**config.mk**
```make
export PLATFORM = sky130hd
export DESIGN_NAME = ps2_key_tracker
export DESIGN_NICKNAME = d
export VERILOG_FILES = /design/src/rtl/ps2_key_tracker.sv
export SDC_FILE = /design/constraint.sdc
export NUM_CORES = 1
export LEC_CHECK = 0
export BUFFER_PORTS_ARGS = -buffer_cell sky130_fd_sc_hd__buf_2
export CAP_MARGIN = 5
export CELL_PAD_IN_SITES_DETAIL_PLACEMENT = 2
export CELL_PAD_IN_SITES_GLOBAL_PLACEMENT = 2
export CORE_MARGIN = 2
export CORE_UTILIZATION = 36
export CTS_CLUSTER_SIZE = 40
export DETAILED_ROUTE_END_ITERATION = 8
export GPL_ROUTABILITY_DRIVEN = 0
export GPL_TIMING_DRIVEN = 0
export PLACE_DENSITY = 0.77
export SYNTH_ARGS = -nofsm -noshare
export SYNTH_HDL_FRONTEND = slang
export SYNTH_SLANG_ARGS = --single-unit
```
**constraint.sdc**
```tcl
create_clock -name clk -period 2.5 [get_ports clk]
set_input_delay 0.5 -clock clk [delete_from_list [all_inputs] [get_ports clk]]
set_output_delay 0.5 -clock clk [all_outputs]
set_load 0.03 [all_outputs]
```
**src/rtl/ps2_key_tracker.sv**
```systemverilog
// PS/2 keyboard front end: synchronises the raw PS/2 lines, receives 11-bit frames,
// decodes E0/F0 prefixes and tracks Shift/Caps, presenting one clean make code per key.
//
// state     | meaning
// S_IDLE    | no prefix pending
// S_EXT     | E0 seen, next byte is an extended make (or F0)
// S_BRK     | F0 seen, next byte is a break code
// S_EXT_BRK | E0 F0 seen, next byte is an extended break code
module ps2_key_tracker #(
  parameter int SYNC_STAGES    = 3,
  parameter int TIMEOUT_CYCLES = 50000
) (
  input  logic       clk,
  input  logic       rst,
  input  logic       ps2_clk,
  input  logic       ps2_data,
  output logic [7:0] scan_code,
  output logic       scan_ext,
  output logic       key_valid,
  output logic       key_new,
  output logic       key_down,
  output logic       uppercase,
  output logic       caps_on,
  output logic [7:0] press_cnt,
  output logic       frame_err
);

  localparam int IDLE_W = $clog2(TIMEOUT_CYCLES + 1);

  localparam logic [1:0] S_IDLE    = 2'd0;
  localparam logic [1:0] S_EXT     = 2'd1;
  localparam logic [1:0] S_BRK     = 2'd2;
  localparam logic [1:0] S_EXT_BRK = 2'd3;

  logic [SYNC_STAGES-1:0] clk_sync_q, data_sync_q;
  logic                   clk_prev_q;
  logic                   ps2_fall, ps2_bit;

  logic [3:0]        bit_cnt_q, bit_cnt_d;
  logic [9:0]        shift_q, shift_d;
  logic [IDLE_W-1:0] idle_q, idle_d;
  logic              rx_rdy_q, rx_rdy_d;
  logic [7:0]        rx_byte_q, rx_byte_d;
  logic              frame_err_q, frame_err_d;
  logic              frame_ok;

  logic [1:0] state_q, state_d;
  logic [7:0] scan_code_q, scan_code_d;
  logic       scan_ext_q, scan_ext_d;
  logic       key_valid_q, key_valid_d;
  logic       key_new_q, key_new_d;
  logic       key_down_q, key_down_d;
  logic [7:0] press_cnt_q, press_cnt_d;
  logic       shift_l_q, shift_l_d;
  logic       shift_r_q, shift_r_d;
  logic       caps_on_q, caps_on_d;
  logic       caps_held_q, caps_held_d;
  logic       uppercase_q, uppercase_d;

  logic       do_make, do_break, ev_ext, is_mod, is_ignored, is_repeat;

  always_ff @(posedge clk or posedge rst) begin
    if (rst) begin
      clk_sync_q  <= '0;
      data_sync_q <= '0;
      clk_prev_q  <= 1'b0;
    end else begin
      clk_sync_q  <= {clk_sync_q[SYNC_STAGES-2:0], ps2_clk};
      data_sync_q <= {data_sync_q[SYNC_STAGES-2:0], ps2_data};
      clk_prev_q  <= clk_sync_q[SYNC_STAGES-1];
    end
  end

  assign ps2_fall = clk_prev_q & ~clk_sync_q[SYNC_STAGES-1];
  assign ps2_bit  = data_sync_q[SYNC_STAGES-1];

  // shift_q holds start, d0..d7, parity (start at bit 0); the stop bit is the live sample
  assign frame_ok = ~shift_q[0] & ps2_bit & (^shift_q[9:1]);

  always_comb begin
    bit_cnt_d   = bit_cnt_q;
    shift_d     = shift_q;
    idle_d      = idle_q;
    rx_rdy_d    = 1'b0;
    rx_byte_d   = rx_byte_q;
    frame_err_d = 1'b0;
    if (ps2_fall) begin
      idle_d = '0;
      if (bit_cnt_q == 4'd10) begin
        bit_cnt_d = 4'd0;
        if (frame_ok) begin
          rx_rdy_d  = 1'b1;
          rx_byte_d = shift_q[8:1];
        end else begin
          frame_err_d = 1'b1;
        end
      end else begin
        shift_d   = {ps2_bit, shift_q[9:1]};
        bit_cnt_d = bit_cnt_q + 4'd1;
      end
    end else if (bit_cnt_q != 4'd0) begin
      if (idle_q == IDLE_W'(TIMEOUT_CYCLES - 1)) begin
        idle_d      = '0;
        bit_cnt_d   = 4'd0;
        frame_err_d = 1'b1;
      end else begin
        idle_d = idle_q + IDLE_W'(1);
      end
    end else begin
      idle_d = '0;
    end
  end

  always_ff @(posedge clk or posedge rst) begin
    if (rst) begin
      bit_cnt_q   <= 4'd0;
      shift_q     <= '0;
      idle_q      <= '0;
      rx_rdy_q    <= 1'b0;
      rx_byte_q   <= 8'h00;
      frame_err_q <= 1'b0;
    end else begin
      bit_cnt_q   <= bit_cnt_d;
      shift_q     <= shift_d;
      idle_q      <= idle_d;
      rx_rdy_q    <= rx_rdy_d;
      rx_byte_q   <= rx_byte_d;
      frame_err_q <= frame_err_d;
    end
  end

  always_comb begin
    is_ignored = 1'b0;
    case (rx_byte_q)
      8'h00, 8'hAA, 8'hE1, 8'hEE, 8'hFA, 8'hFE, 8'hFF: is_ignored = 1'b1;
      default: is_ignored = 1'b0;
    endcase
  end

  always_comb begin
    state_d  = state_q;
    do_make  = 1'b0;
    do_break = 1'b0;
    ev_ext   = 1'b0;
    if (rx_rdy_q) begin
      case (state_q)
        S_IDLE: begin
          if (rx_byte_q == 8'hE0)      state_d = S_EXT;
          else if (rx_byte_q == 8'hF0) state_d = S_BRK;
          else if (!is_ignored)        do_make = 1'b1;
        end
        S_EXT: begin
          if (rx_byte_q == 8'hF0) begin
            state_d = S_EXT_BRK;
          end else if (rx_byte_q != 8'hE0) begin
            do_make = 1'b1;
            ev_ext  = 1'b1;
            state_d = S_IDLE;
          end
        end
        S_BRK: begin
          do_break = 1'b1;
          state_d  = S_IDLE;
        end
        default: begin
          do_break = 1'b1;
          ev_ext   = 1'b1;
          state_d  = S_IDLE;
        end
      endcase
    end
  end

  // Ctrl counts as a modifier in both plain and extended form; shifts/caps only plain
  assign is_mod = (rx_byte_q == 8'h14) |
                  (~ev_ext & ((rx_byte_q == 8'h12) | (rx_byte_q == 8'h59) | (rx_byte_q == 8'h58)));
  assign is_repeat = key_down_q & (scan_code_q == rx_byte_q) & (scan_ext_q == ev_ext);

  always_comb begin
    scan_code_d = scan_code_q;
    scan_ext_d  = scan_ext_q;
    key_valid_d = 1'b0;
    key_new_d   = 1'b0;
    key_down_d  = key_down_q;
    press_cnt_d = press_cnt_q;
    shift_l_d   = shift_l_q;
    shift_r_d   = shift_r_q;
    caps_on_d   = caps_on_q;
    caps_held_d = caps_held_q;
    if (do_make && is_mod) begin
      if (!ev_ext && rx_byte_q == 8'h12) shift_l_d = 1'b1;
      if (!ev_ext && rx_byte_q == 8'h59) shift_r_d = 1'b1;
      if (!ev_ext && rx_byte_q == 8'h58) begin
        if (!caps_held_q) caps_on_d = ~caps_on_q;
        caps_held_d = 1'b1;
      end
    end else if (do_make) begin
      key_valid_d = 1'b1;
      key_new_d   = ~is_repeat;
      scan_code_d = rx_byte_q;
      scan_ext_d  = ev_ext;
      key_down_d  = 1'b1;
      if (!is_repeat) press_cnt_d = press_cnt_q + 8'd1;
    end else if (do_break && is_mod) begin
      if (!ev_ext && rx_byte_q == 8'h12) shift_l_d = 1'b0;
      if (!ev_ext && rx_byte_q == 8'h59) shift_r_d = 1'b0;
      if (!ev_ext && rx_byte_q == 8'h58) caps_held_d = 1'b0;
    end else if (do_break && is_repeat) begin
      key_down_d = 1'b0;
    end
    uppercase_d = (shift_l_d | shift_r_d) ^ caps_on_d;
  end

  always_ff @(posedge clk or posedge rst) begin
    if (rst) begin
      state_q     <= S_IDLE;
      scan_code_q <= 8'h00;
      scan_ext_q  <= 1'b0;
      key_valid_q <= 1'b0;
      key_new_q   <= 1'b0;
      key_down_q  <= 1'b0;
      press_cnt_q <= 8'h00;
      shift_l_q   <= 1'b0;
      shift_r_q   <= 1'b0;
      caps_on_q   <= 1'b0;
      caps_held_q <= 1'b0;
      uppercase_q <= 1'b0;
    end else begin
      state_q     <= state_d;
      scan_code_q <= scan_code_d;
      scan_ext_q  <= scan_ext_d;
      key_valid_q <= key_valid_d;
      key_new_q   <= key_new_d;
      key_down_q  <= key_down_d;
      press_cnt_q <= press_cnt_d;
      shift_l_q   <= shift_l_d;
      shift_r_q   <= shift_r_d;
      caps_on_q   <= caps_on_d;
      caps_held_q <= caps_held_d;
      uppercase_q <= uppercase_d;
    end
  end

  assign scan_code = scan_code_q;
  assign scan_ext  = scan_ext_q;
  assign key_valid = key_valid_q;
  assign key_new   = key_new_q;
  assign key_down  = key_down_q;
  assign uppercase = uppercase_q;
  assign caps_on   = caps_on_q;
  assign press_cnt = press_cnt_q;
  assign frame_err = frame_err_q;

endmodule

```
Yosys cells after proc, flatten, opt, wreduce, memory -nomap -nowiden
Index checks and enable logic that the tools add are counted.

Register bits after elaboration: 74.

Equal/unequal tests: 23. Mux-type cells: 57. Add/subtract/negate cells: 3. Bitwise operators: 18. Reductions and logical operators: 26.

Operators by type and width (count): == test 8 bit (second input constant) (8); two-way mux 16 bit (3); two-way mux 1 bit (43); adder 16 x 1 -> 16 bit (second input constant) (1); == test 16 bit (second input constant) (1); == test 8 x 5 -> 1 bit (second input constant) (2); == test 8 x 7 -> 1 bit (second input constant) (2); two-way mux 4 bit (4); AND reduction 3 bit (5); parity 9 bit (1); adder 8 x 1 -> 8 bit (second input constant) (1); == test 8 bit (1); logical NOT 8 bit (1); two-way mux 2 bit (4); inequality test 8 bit (second input constant) (1); nonzero test 2 bit (4); NOT 1 bit (7); OR reduction 7 bit (1); bitwise AND 1 bit (6); logical AND 1 bit (6); inequality test 3 bit (second input constant) (2); AND reduction 2 bit (3); adder 4 x 1 -> 4 bit (second input constant) (1); == test 4 bit (second input constant) (1); 13 further kinds (18).

Longest topological paths before layout
Depth in word-level cells: 14. Gate-level depth with buffers: 8.

Least setup slack after synthesis
OpenSTA, ideal clock, no wires.

Kind: register to register. Start point: register rx_byte_q[7]. End point: register scan_code_q[0], in the netlist scan_code[0]. Buffers on the path: 1. Data required time: 2.375 ns. Library setup time: 0.125 ns. Arrival: 2.245 ns. Cell stages (with the launch flop): 7. Clock period less this slack: 2.369 ns. Path slack: 0.131 ns. Cell sequence: dfrtp_1 and2_4 and4b_4 a2111o_1 nor4_4 buf_6 mux2_2.

Cells in the longest elaborated chain, start to end: 11.

Ends and longest elaborated chain: start: declaration (line 43) `logic [7:0] rx_byte_q, rx_byte_d;`; start signal: assignment (line 127) `rx_byte_q <= rx_byte_d;`; == test 8 bit (tied with other cells) (line 134) `case (rx_byte_q)`; OR reduction 7 bit or two-way mux 1 bit (tied branches) (line 134, 155); two-way mux 1 bit, on equally long branches (line 134, 153); two-way mux 1 bit or one-hot mux 1 bit (2 select lines) (tied branches) (line 150, 146); two-way mux 1 bit, on equally long branches (line 149, 145); two-way mux 1 bit or NOT 1 bit (tied branches) (line 148, 176); one-hot mux 1 bit (2 select lines) or bitwise AND 1 bit (tied branches) (line 146, 176); two-way mux 1 bit or OR 1 bit (tied branches) (line 145, 175); logical AND 1 bit (line 190) `if (do_make && is_mod) begin`; NOT 1 bit (no line); AND reduction 2 bit (no line) *; end signal: assignment (line 230) `scan_code_q <= scan_code_d;`; end: declaration (line 48) `logic [7:0] scan_code_q, scan_code_d;`.

Every way passes the cells marked *; elsewhere a longest branch is shown, timed or not. A chain may end at the register's enable or synchronous reset.

Final worst setup path
Start point: register rx_byte_q[5]. End point: register scan_ext_q, in the netlist scan_ext.

Cells in the longest elaborated chain, start to end: 11.

Ends and longest elaborated chain: == test 8 bit (tied with other cells) (line 134); OR reduction 7 bit or two-way mux 1 bit (tied branches) (line 134, 155); two-way mux 1 bit, on equally long branches (line 134, 153); two-way mux 1 bit or one-hot mux 1 bit (2 select lines) (tied branches) (line 150, 146); two-way mux 1 bit, on equally long branches (line 149, 145); two-way mux 1 bit or NOT 1 bit (tied branches) (line 148, 176); one-hot mux 1 bit (2 select lines) or bitwise AND 1 bit (tied branches) (line 146, 176); two-way mux 1 bit or OR 1 bit (tied branches) (line 145, 175); logical AND 1 bit (line 190); NOT 1 bit (no line); AND reduction 2 bit (no line); end signal: assignment (line 231) `scan_ext_q <= scan_ext_d;`; end: declaration (line 49) `logic scan_ext_q, scan_ext_d;`.

Parallel ways exist; a longest one is shown, timed or not.

==> impl_metrics.ini <==
[clocking]
cts.clk_slew.worst_paths_ps = 80
htree_num_levels = 3
holdBufCountCts = 0
clock_sink_count = 74
ctsRootBufferMaster = sky130_fd_sc_hd__clkbuf_8
cts_tree = built
cts.path.max_buffers = 2
cts_made_buffers = 9
clkLatencyLatePin_ps = 340

[logic_synthesis]
post_synthesis_instance_total = 316
seq_cells_post_synth = 74
synth_nets = 325
netlist_top_cells_area = sky130_fd_sc_hd__dfrtp_1, sky130_fd_sc_hd__xnor2_1, sky130_fd_sc_hd__mux2_2, sky130_fd_sc_hd__nand2_1, sky130_fd_sc_hd__nor2_1
ys_types = 42
ys_dominant_reg_cell = sky130_fd_sc_hd__dfrtp_1
ys_async_sr_fraction = 1.000
syn-cell-area_sq_um = 3481
synth-edff-count = 0
yosys_warnings = 0
synth_top_cell_by_area = sky130_fd_sc_hd__dfrtp_1
synth-seq-area-share = 0.5320
yosys_top_cell_area_share = 0.5320
syn_avg_cell_area_sq_um = 11.02

[setup_path]
crit_slowest_cell = sky130_fd_sc_hd__a2111o_1
timing.critical_path.fanout_max = 10
worst_reg2reg_path_depth = 7
critPathMaxStageDelay_ps = 480
worst-endpoint-required_ps = 2730
regToRegSetupSlack_ps = 100
setup.worst_path.end_class = register
reg2reg_from = rx_byte_q[5]$_DFFE_PP0P_
critical_path_class = register to register
crit_path_cell_trace = and2_4, and4b_4, a2111o_1, nor4_4, buf_6, buf_6, mux2_2
timing.critical_path.from_type = register
critical_path.most_common_cell = sky130_fd_sc_hd__buf_6
crit-reg2reg-capture = scan_ext$_DFFE_PP0P_
worst-endpoint-arrival_ps = 2630

[floorplanning]
die_w_um = 102.3
die_height_um = 102.3
coreArea_sq_um = 9328
floorplan.initialDensity = 0.3732
area_of_the_die_sq_um = 10470
pin_count = 27
rows = 35

[routing]
avgRoutedWirePerCell_um = 17.06
drcViolationCount = 0
wl_um = 8461
detailedRoute.firstIterationViolations = 61
drtAntennaViolNets = 0
post_drt_via_cell_ratio = 5.028
routed-via-count = 2494
drt-pass1-iter-count = 4

[pwr]
totalPowerFinal_mw = 2.817
power_per_cell_area_nw_per_um2 = 691.5
power_leakage_nw = 1.948
vdd_drop_max_v = 0.0004550

[timing]
tightest_slew_ps = 740.6
fin_crit_sh = 0.9582
timing.final.hold_violations = 0
final-max-slew-violation-count = 0
clock-skew-final_ps = 11.94
layout_min_cycle_time_ps = 2395
maxClockFrequency_ghz = 0.4175
maxSlewHeadroom = 0.5036
timing.final.setup_violations = 0
setup_ws_ps = 104.6

[finish]
utilization = 0.4368
post_layout_net_count = 371
antenna-diode-count = 0
layout_cell_share_with_drive_strength_beyond_1 = 0.2480
layout_area_overhead_pct = 17.04

[job]
max_cap_violations = 0

[place]
dp_hpwl_um = 5792
placement.setup.worst_slack_ps = -192.9
port_buffers = 26

[min_path]
hp-class = input port to async pin

[global_routing]
via_count_of_the_first_global_routing_pass = 2748
grt_max_degree = 44
grt_antenna_before_repair = 0
grt.total_usage = 0.1753
grt.overflow.total = 0
grt_first_pass_wirelength_um = 14160

[outcome]
run_status = finished, final reports clean
## layer usage
metal,wire length [um],part of all wire,vias to the layer above,GRT usage
met4,92,0.011,0,0.05949
met5,0,0,-,0
met3,148,0.017,6,0.03420
met2,4383,0.52,19,0.2905
met1,3837,0.45,1295,0.2311
li1,-,-,1174,-
## layout by cell type, fill, tap and decap left out, types with 2 or more instances in the layout
cell / count
sky130_fd_sc_hd__and2_1: 2
sky130_fd_sc_hd__or3_1: 3
sky130_fd_sc_hd__and3_1: 13
sky130_fd_sc_hd__dfrtp_2: 2
sky130_fd_sc_hd__o21ai_0: 10
sky130_fd_sc_hd__inv_1: 9
sky130_fd_sc_hd__xnor2_1: 28
sky130_fd_sc_hd__buf_6: 6
sky130_fd_sc_hd__nor4_4: 2
sky130_fd_sc_hd__mux2_2: 18
sky130_fd_sc_hd__buf_4: 9
sky130_fd_sc_hd__nand3b_1: 2
sky130_fd_sc_hd__o31ai_1: 4
sky130_fd_sc_hd__nand3_1: 17
sky130_fd_sc_hd__and2b_2: 2
sky130_fd_sc_hd__ha_1: 5
sky130_fd_sc_hd__a21oi_1: 3
sky130_fd_sc_hd__nor3_1: 2
sky130_fd_sc_hd__nand4_1: 8
sky130_fd_sc_hd__nand2_1: 41
sky130_fd_sc_hd__buf_2: 26
sky130_fd_sc_hd__nor2_1: 24
sky130_fd_sc_hd__nor4_1: 2
sky130_fd_sc_hd__clkinv_2: 2
sky130_fd_sc_hd__xor2_1: 10
sky130_fd_sc_hd__nand2b_1: 3
sky130_fd_sc_hd__dfrtp_1: 72
sky130_fd_sc_hd__clkbuf_8: 9
sky130_fd_sc_hd__clkbuf_1: 6
sky130_fd_sc_hd__o41ai_1: 3
## power breakdown
| group | switching, mW | internal (mW) | total, mW |
|---|---|---|---|
| sequential | 0.120 | 1.30 | 1.42 |
| clock | 0.464 | 0.464 | 0.928 |
| combinational | 0.277 | 0.192 | 0.468 |
| total | 0.860 | 1.96 | 2.82 |
## final cells by class
type,instances,area (sq um)
multi-input combinational,220,1514
fill,994,5254
sequential,74,1854
inverter,10,40.04
tap,129,161.4
clock inverter,6,65.06
clock buffer,10,127.6
buffer,12,90.09
timing repair buffer,35,221.5
## state kept, by name, indices dropped and copies added (netlist names), 3 cells and up
signal / flops
bit_cnt_q: 4
clk_sync_q: 3
data_sync_q: 3
idle_q: 16
press_cnt: 8
rx_byte_q: 8
scan_code: 8
shift_q: 10
## how the worst max path moves through the flow
stage,startpoint,end,slack (ps),depth (start not counted)
floorplan,rst,bit_cnt_q[0]$_DFFE_PP0P_,120,1
global placement,rst,press_cnt[4]$_DFFE_PP0P_,-940,2
detailed placement,rx_byte_q[7]$_DFFE_PP0P_,scan_ext$_DFFE_PP0P_,-190,6
CTS,rx_byte_q[3]$_DFFE_PP0P_,press_cnt[1]$_DFFE_PP0P_,20,8
global route,rx_byte_q[3]$_DFFE_PP0P_,press_cnt[1]$_DFFE_PP0P_,-30,8
finish,rx_byte_q[5]$_DFFE_PP0P_,scan_ext$_DFFE_PP0P_,100,7
## synth_stat cells (2+ instances only)
library cell / count
sky130_fd_sc_hd__nand3_1: 17
sky130_fd_sc_hd__nand2b_1: 3
sky130_fd_sc_hd__and2_1: 2
sky130_fd_sc_hd__dfrtp_1: 74
sky130_fd_sc_hd__nor3_1: 2
sky130_fd_sc_hd__buf_6: 5
sky130_fd_sc_hd__o21ai_0: 10
sky130_fd_sc_hd__nor2_1: 24
sky130_fd_sc_hd__xnor2_1: 28
sky130_fd_sc_hd__a21oi_1: 3
sky130_fd_sc_hd__o41ai_1: 3
sky130_fd_sc_hd__o31ai_1: 4
sky130_fd_sc_hd__nand4_1: 8
sky130_fd_sc_hd__nand3b_1: 2
sky130_fd_sc_hd__nor4b_1: 2
sky130_fd_sc_hd__clkbuf_1: 5
sky130_fd_sc_hd__and2b_2: 2
sky130_fd_sc_hd__and3_1: 13
sky130_fd_sc_hd__nor4_1: 3
sky130_fd_sc_hd__or3_1: 3
sky130_fd_sc_hd__ha_1: 5
sky130_fd_sc_hd__inv_1: 10
sky130_fd_sc_hd__nor4_4: 2
sky130_fd_sc_hd__buf_4: 2
sky130_fd_sc_hd__xor2_1: 10
sky130_fd_sc_hd__mux2_2: 18
sky130_fd_sc_hd__nand2_1: 41
## through the flow
step	hold WS (ps)	cells	cell area, sq um	setup TNS (ps)
floorplan	331.2	316	3481	0
global placement	333.4	471	3772	-69890
detailed placement	337.8	472	3802	-1195
CTS	178.3	492	4025	0
global route	188.1	496	4074	-32.55
finish	166.2	496	4074	0
## cell families after synthesis
kind of cell               Yosys count  synth area share
adders and majority gates            5           0.01797
buffers and inverters               22           0.03666
AOI/OAI and AO/OA                   28           0.05751
xor gates and xnor gates            39            0.1003
muxes                               18           0.05823
and+or+nand+nor                    130            0.1973
DFF                                 74            0.5320
## critical path: cells and delay by family (launching register included)
kind	cells	cell delay, ps
AO/OA/AOI/OAI	1	480
buffers and inverters	2	330
flip-flops	1	470
multiplexers	1	340
AND/OR/NAND/NOR	3	660
## timing repair
| item | in CTS | in global routing |
|---|---|---|
| endpoints found under the setup margin | 16 | 15 |
| hold endpoints to repair | 0 | 0 |
| buffers inserted | 4 | 4 |
| resized for setup | 0 | 5 |
| pin swaps | 2 | 1 |
(Power assumes the default switching activity.)
